### config.mk
export PLATFORM = sky130hd
export DESIGN_NAME = rptr_empty_fwft_flat
export DESIGN_NICKNAME = d
export VERILOG_FILES = /design/src/rtl/fifo_pkg.sv /design/src/rtl/rptr_empty_fwft_if.sv /design/src/rtl/fifo_out_reg.sv /design/src/rtl/rptr_empty_fwft.sv /design/src/flat_wrapper.sv
export SDC_FILE = /design/constraint.sdc
export NUM_CORES = 1
export LEC_CHECK = 0
export BUFFER_PORTS_ARGS = -buffer_cell sky130_fd_sc_hd__clkbuf_2
export CAP_MARGIN = 20
export CORE_MARGIN = 8
export CORE_UTILIZATION = 40
export CTS_CLUSTER_DIAMETER = 40
export DETAILED_ROUTE_END_ITERATION = 6
export PLACE_DENSITY = 0.66
export SYNTH_ARGS = -nofsm -noshare
export SYNTH_HDL_FRONTEND = slang
export SYNTH_SLANG_ARGS = --single-unit
### constraint.sdc
create_clock -name rclk -period 2.8 [get_ports rclk]
set_input_delay 0.42 -clock rclk [delete_from_list [all_inputs] [get_ports rclk]]
set_output_delay 0.42 -clock rclk [all_outputs]
set_load 0.02 [all_outputs]
### src/rtl/fifo_pkg.sv
// fifo_pkg: shared gray/binary helpers and types for the dual-clock FIFO pointer blocks
package fifo_pkg;
  localparam int ADDR_WIDTH_DEF = 3;
  localparam int DEPTH = 1 << ADDR_WIDTH_DEF;
  typedef enum logic {ST_EMPTY, ST_VALID} out_state_e;
  // Width-generic: callers zero-extend into 32 bits and size-cast the result back
  function automatic logic [31:0] bin2gray(input logic [31:0] b);
    return b ^ (b >> 1);
  endfunction
  function automatic logic [31:0] gray2bin(input logic [31:0] g);
    logic [31:0] b;
    b = g;
    for (int i = 1; i < 32; i++) b ^= g >> i;
    return b;
  endfunction
endpackage

### src/rtl/rptr_empty_fwft_if.sv
// rptr_empty_fwft_if: consumer handshake, memory read port and pointer exchange of the FIFO read side
interface rptr_empty_fwft_if #(parameter int ADDR_WIDTH = 3, parameter int DATA_WIDTH = 8);
  logic                  rinc;
  logic [ADDR_WIDTH:0]   wptr_sync;
  logic [DATA_WIDTH-1:0] mem_rdata;
  logic [ADDR_WIDTH-1:0] raddr;
  logic [ADDR_WIDTH:0]   rptr;
  logic [DATA_WIDTH-1:0] rdata;
  logic                  rvalid;
  logic                  empty;
  logic                  almost_empty;
  logic [ADDR_WIDTH:0]   rlevel;
  modport master (output rinc, wptr_sync, mem_rdata,
                  input raddr, rptr, rdata, rvalid, empty, almost_empty, rlevel);
  modport slave (input rinc, wptr_sync, mem_rdata,
                 output raddr, rptr, rdata, rvalid, empty, almost_empty, rlevel);
endinterface

### src/rtl/fifo_out_reg.sv
// fifo_out_reg: one-entry first-word-fall-through holding register with EMPTY/VALID state
module fifo_out_reg
  import fifo_pkg::*;
#(
  parameter int DATA_WIDTH = 8
) (
  input  logic                  rclk,
  input  logic                  rst_n,
  input  logic                  load,
  input  logic                  rinc,
  input  logic [DATA_WIDTH-1:0] din,
  output logic [DATA_WIDTH-1:0] rdata,
  output logic                  rvalid
);
  out_state_e state;
  // load only arrives when empty or when the held word is being consumed
  always_ff @(posedge rclk or negedge rst_n) begin
    if (!rst_n) begin
      state <= ST_EMPTY;
      rdata <= '0;
    end else if (load) begin
      state <= ST_VALID;
      rdata <= din;
    end else if (state == ST_VALID && rinc) begin
      state <= ST_EMPTY;
    end
  end
  assign rvalid = state == ST_VALID;
endmodule

### src/rtl/rptr_empty_fwft.sv
// rptr_empty_fwft: read pointer, empty detection, occupancy and FWFT output of the dual-clock FIFO
module rptr_empty_fwft
  import fifo_pkg::*;
#(
  parameter int ADDR_WIDTH = 3,
  parameter int DATA_WIDTH = 8,
  parameter int AE_THRESH  = 1
) (
  input logic             rclk,
  input logic             rst_n,
  rptr_empty_fwft_if.slave bus
);
  localparam int PW = ADDR_WIDTH + 1;
  localparam int LW = ADDR_WIDTH + 2;
  logic [PW-1:0] rbin, rbin_next, rgray_next, wbin, rlevel_next;
  logic          core_empty, mem_pop, rvalid, rvalid_next, ae_next;
  always_comb begin
    mem_pop     = ~core_empty & (~rvalid | bus.rinc);
    rbin_next   = rbin + PW'(mem_pop);
    rgray_next  = PW'(bin2gray(32'(rbin_next)));
    wbin        = PW'(gray2bin(32'(bus.wptr_sync)));
    rlevel_next = wbin - rbin_next;
    rvalid_next = mem_pop | (rvalid & ~bus.rinc);
    ae_next     = ({1'b0, rlevel_next} + LW'(rvalid_next)) <= LW'(AE_THRESH);
  end
  // Exact gray equality including the MSB keeps a full FIFO from reading as empty
  always_ff @(posedge rclk or negedge rst_n) begin
    if (!rst_n) begin
      rbin             <= '0;
      bus.rptr         <= '0;
      core_empty       <= 1'b1;
      bus.rlevel       <= '0;
      bus.almost_empty <= 1'b1;
    end else begin
      rbin             <= rbin_next;
      bus.rptr         <= rgray_next;
      core_empty       <= rgray_next == bus.wptr_sync;
      bus.rlevel       <= rlevel_next;
      bus.almost_empty <= ae_next;
    end
  end
  fifo_out_reg #(.DATA_WIDTH(DATA_WIDTH)) u_out (
    .rclk  (rclk),
    .rst_n (rst_n),
    .load  (mem_pop),
    .rinc  (bus.rinc),
    .din   (bus.mem_rdata),
    .rdata (bus.rdata),
    .rvalid(rvalid)
  );
  assign bus.rvalid = rvalid;
  assign bus.empty  = ~rvalid;
  assign bus.raddr  = rbin[ADDR_WIDTH-1:0];
endmodule

### src/flat_wrapper.sv
// flat-port wrapper written by rule: the top's interface ports become plain ports
module rptr_empty_fwft_flat import fifo_pkg::*;
#(
  parameter int ADDR_WIDTH = 3,
  parameter int DATA_WIDTH = 8,
  parameter int AE_THRESH  = 1
)
  (rclk, rst_n, bus_rinc, bus_wptr_sync, bus_mem_rdata, bus_raddr, bus_rptr, bus_rdata, bus_rvalid, bus_empty, bus_almost_empty, bus_rlevel);
  rptr_empty_fwft_if #(.ADDR_WIDTH(ADDR_WIDTH), .DATA_WIDTH(DATA_WIDTH)) bus_i ();
  input logic rclk;
  input logic rst_n;
  input wire logic [$bits(bus_i.rinc)-1:0] bus_rinc;
  input wire logic [$bits(bus_i.wptr_sync)-1:0] bus_wptr_sync;
  input wire logic [$bits(bus_i.mem_rdata)-1:0] bus_mem_rdata;
  output wire logic [$bits(bus_i.raddr)-1:0] bus_raddr;
  output wire logic [$bits(bus_i.rptr)-1:0] bus_rptr;
  output wire logic [$bits(bus_i.rdata)-1:0] bus_rdata;
  output wire logic [$bits(bus_i.rvalid)-1:0] bus_rvalid;
  output wire logic [$bits(bus_i.empty)-1:0] bus_empty;
  output wire logic [$bits(bus_i.almost_empty)-1:0] bus_almost_empty;
  output wire logic [$bits(bus_i.rlevel)-1:0] bus_rlevel;
  assign bus_i.rinc = bus_rinc;
  assign bus_i.wptr_sync = bus_wptr_sync;
  assign bus_i.mem_rdata = bus_mem_rdata;
  assign bus_raddr = bus_i.raddr;
  assign bus_rptr = bus_i.rptr;
  assign bus_rdata = bus_i.rdata;
  assign bus_rvalid = bus_i.rvalid;
  assign bus_empty = bus_i.empty;
  assign bus_almost_empty = bus_i.almost_empty;
  assign bus_rlevel = bus_i.rlevel;
  rptr_empty_fwft #(.ADDR_WIDTH(ADDR_WIDTH), .DATA_WIDTH(DATA_WIDTH), .AE_THRESH(AE_THRESH)) u_core (.rclk(rclk), .rst_n(rst_n), .bus(bus_i));
endmodule
==> metrics.yaml <==
timing:
  worst_pin_slew_ps: 516.7
  fin_setup_tns_ps: 0
  rsz0062_at_grt: "false"
  final_hold_viol_count: 0
  layout_min_cycle_time_ps: 2540
  timing.final.crit_share: 0.9072
  finClkSkew_ps: 1.484
  drv_slew: 0
  clock.fmax_mhz: 393.7
  slew_headroom: 0.6555
  finalSetupViolations: 0
finish:
  nets: 147
  drive_above_1_share: 0.4715
  multi_input_area_sq_um: 484.2
  antennaDiodeCount: 0
  syn2layout_area_growth_pct: 25.91
  fillers: 231
  regArea_sq_um: 553.0
  instances_no_fill: 153
synth:
  yosysTopAreaCell: "dfrtp_1"
  synth_nets: 103
  synth_cell_types: 22
  ys.flop_type: "dfrtp_1"
  synth_seq_cells: 22
  ys_seq_area_frac: 0.5182
  ys_warn_count: 0
  synthTopCellsByCount: "dfrtp_1 (20), xnor2_1 (9), inv_1 (8), mux2_2 (8), xor2_1 (8)"
  synth_top_area_frac: 0.4689
  post_synth.cell_area_avg_sq_um: 13.34
  yosys.cell_count.top_type: "dfrtp_1"
  postSynth.asyncResetShare: 1.000
  syn_inst: 80
  synth_area_sq_um: 1067
  synthTopCellsByArea: "dfrtp_1 (47%), mux2_2 (8.4%), ha_1 (8.2%)"
  synth_edf_count: 0
drt:
  drt_iter0_drc: 12
  first_pass_iters: 4
  wirelength_mm: 2.130
  ant_nets: 0
  vias_per_cell: 4.915
  post_drt_wl_per_cell_microns: 13.92
  via_count: 752
  drc: 0
clocking:
  cts-root-buf: "clkbuf_4"
  clk_path_buf_depth: 2
  cts_resized: 0
  cts_buffers: 3
  ctsHoldBuffers: 0
  cts-htree-levels: 1
  cts_tree: "yes"
  clk_pin_slew_worst_paths_ps: 110
  clk_latency_ps: 300
  post_cts_buffers: 0
  clkSinkCount: 22
place:
  dp_hpwl_mm: 1.806
  globalplace.congestion: 0.7936
  port_buffers: 36
  dp.cells: 149
die:
  core_area_sq_um: 2500
  dieArea_sq_um: 4577
  dieHeight_microns: 67.66
  std_cell_rows: 18
  die_w_microns: 67.66
  io_pins: 37
  initial_utilization: 0.4269
worst_hold_path:
  hold_path_class: "in -> async"
power_and_ir_drop:
  max-vdd-ir-drop_v: 0.0006467
  powerDensity_nw_per_um2: 1260
  finalPower_uw: 1693
  leakage_uw: 0.0006696
global_route:
  grt.overflow.total: 0
  grt_max_degree: 23
  antenna_found_initial: 0
  grt_pass1_vias: 820
  grt_usage: 0.1031
  grt_pass1_wl_mm: 3.553
run:
  cap_violations: 0
worst_setup_path:
  cp-end-kind: "flop"
  start_kind: "flop"
  r2r_start: "u_core.core_empty$_DFF_PN1_"
  cp-startpoint: "u_core.core_empty$_DFF_PN1_"
  crit_type: "reg -> reg"
  worstPathRequired_ps: 3040
  crit_path_max_fanout: 5
  worstPathArrival_ps: 2780
  ff2ff_path_depth: 9
outcome:
  outcome: "completed"
## layer usage
metal,global-route usage,vias up,part of all wire
met4,0.08616,0,0.033
met3,0.02649,6,0.11
met5,0,-,0
li1,-,352,-
met1,0.1090,360,0.39
met2,0.1692,34,0.46
## layout by cell type, fill, tap and decap left out, drive strengths merged
cell type,n
xor2,8
ha,7
xnor2,10
mux2i,1
nand2b,1
nor2b,1
inv,8
buf,3
fa,1
a211oi,1
nor2,1
dfrtp,20
a21oi,1
mux2,8
a21boi,1
nand3,2
dfstp,2
clkbuf,40
a221oi,1
and3,1
o21ai,2
or3,1
o211ai,2
## cell type report
class	instances	share of cell area
repair buffers	39	0.1508
multi-input cells	50	0.3603
flip-flops and latches	22	0.4115
inverters	8	0.02235
clock buffers	4	0.02700
well taps	30	0.02793
## cell families after synthesis
logic type,synth area share
adder cells (fa/ha/maj),0.1008
flip-flops,0.5182
AO/OA/AOI/OAI,0.06799
XOR/XNOR,0.1548
buffers and inverters,0.02814
multiplexers,0.09379
AND/OR/NAND/NOR,0.03635
## state kept, by name, indices dropped and copies added, names as in the netlist
register	count
u_core.bus.almost_empty	1
u_core.u_out.rdata	8
u_core.rbin	3
u_core.bus.rlevel	4
u_core.core_empty	1
u_core.bus.rptr	4
u_core.u_out.rvalid	1
## through the flow
step,utilization,setup WS (ps),area [sq um],hold WS [ps]
floorplan,-,108.0,1067,124.4
global placement,0.5230,225.0,1308,415.9
CTS,0.5375,235.4,1344,72.99
global route,0.5375,54.20,1344,91.14
detailed placement,0.5230,88.73,1308,422.4
finish,0.5375,259.9,1344,64.87
## path summary, 6_finish.rpt
| kind | endpoint | slack [ps] |
|---|---|---|
| hold / removal | u_core.u_out.rdata[0]$_DFFE_PN0N_ | 60 |
| min in group rclk | u_core.u_out.rvalid$_DFFE_PN0P_ | 320 |
| max in group asynchronous | u_core.bus.almost_empty$_DFF_PN1_ | 2370 |
| setup / recovery | u_core.bus.almost_empty$_DFF_PN1_ | 260 |
| hold reg to reg | u_core.u_out.rvalid$_DFFE_PN0P_ | 480 |
| setup reg to reg | u_core.bus.almost_empty$_DFF_PN1_ | 260 |
## worst max-delay path: stages, from the launching register on
cell and delay (ps):
dfstp_2 560, a21oi_2 40, ha_1 230, ha_1 250, xnor2_2 310, ha_1 330, xnor2_1 280, and3_1 220
o211ai_1 90, mux2i_1 160
## power by group
part	leakage, uW	internal [uW]	total [uW]	switching, uW
Sequential	0.000251	444	505	60.6
Clock	0.0000210	79.3	169	89.4
Combinational	0.000397	428	1020	591
Total	0.000670	952	1690	741
(Power assumes the default switching activity.)
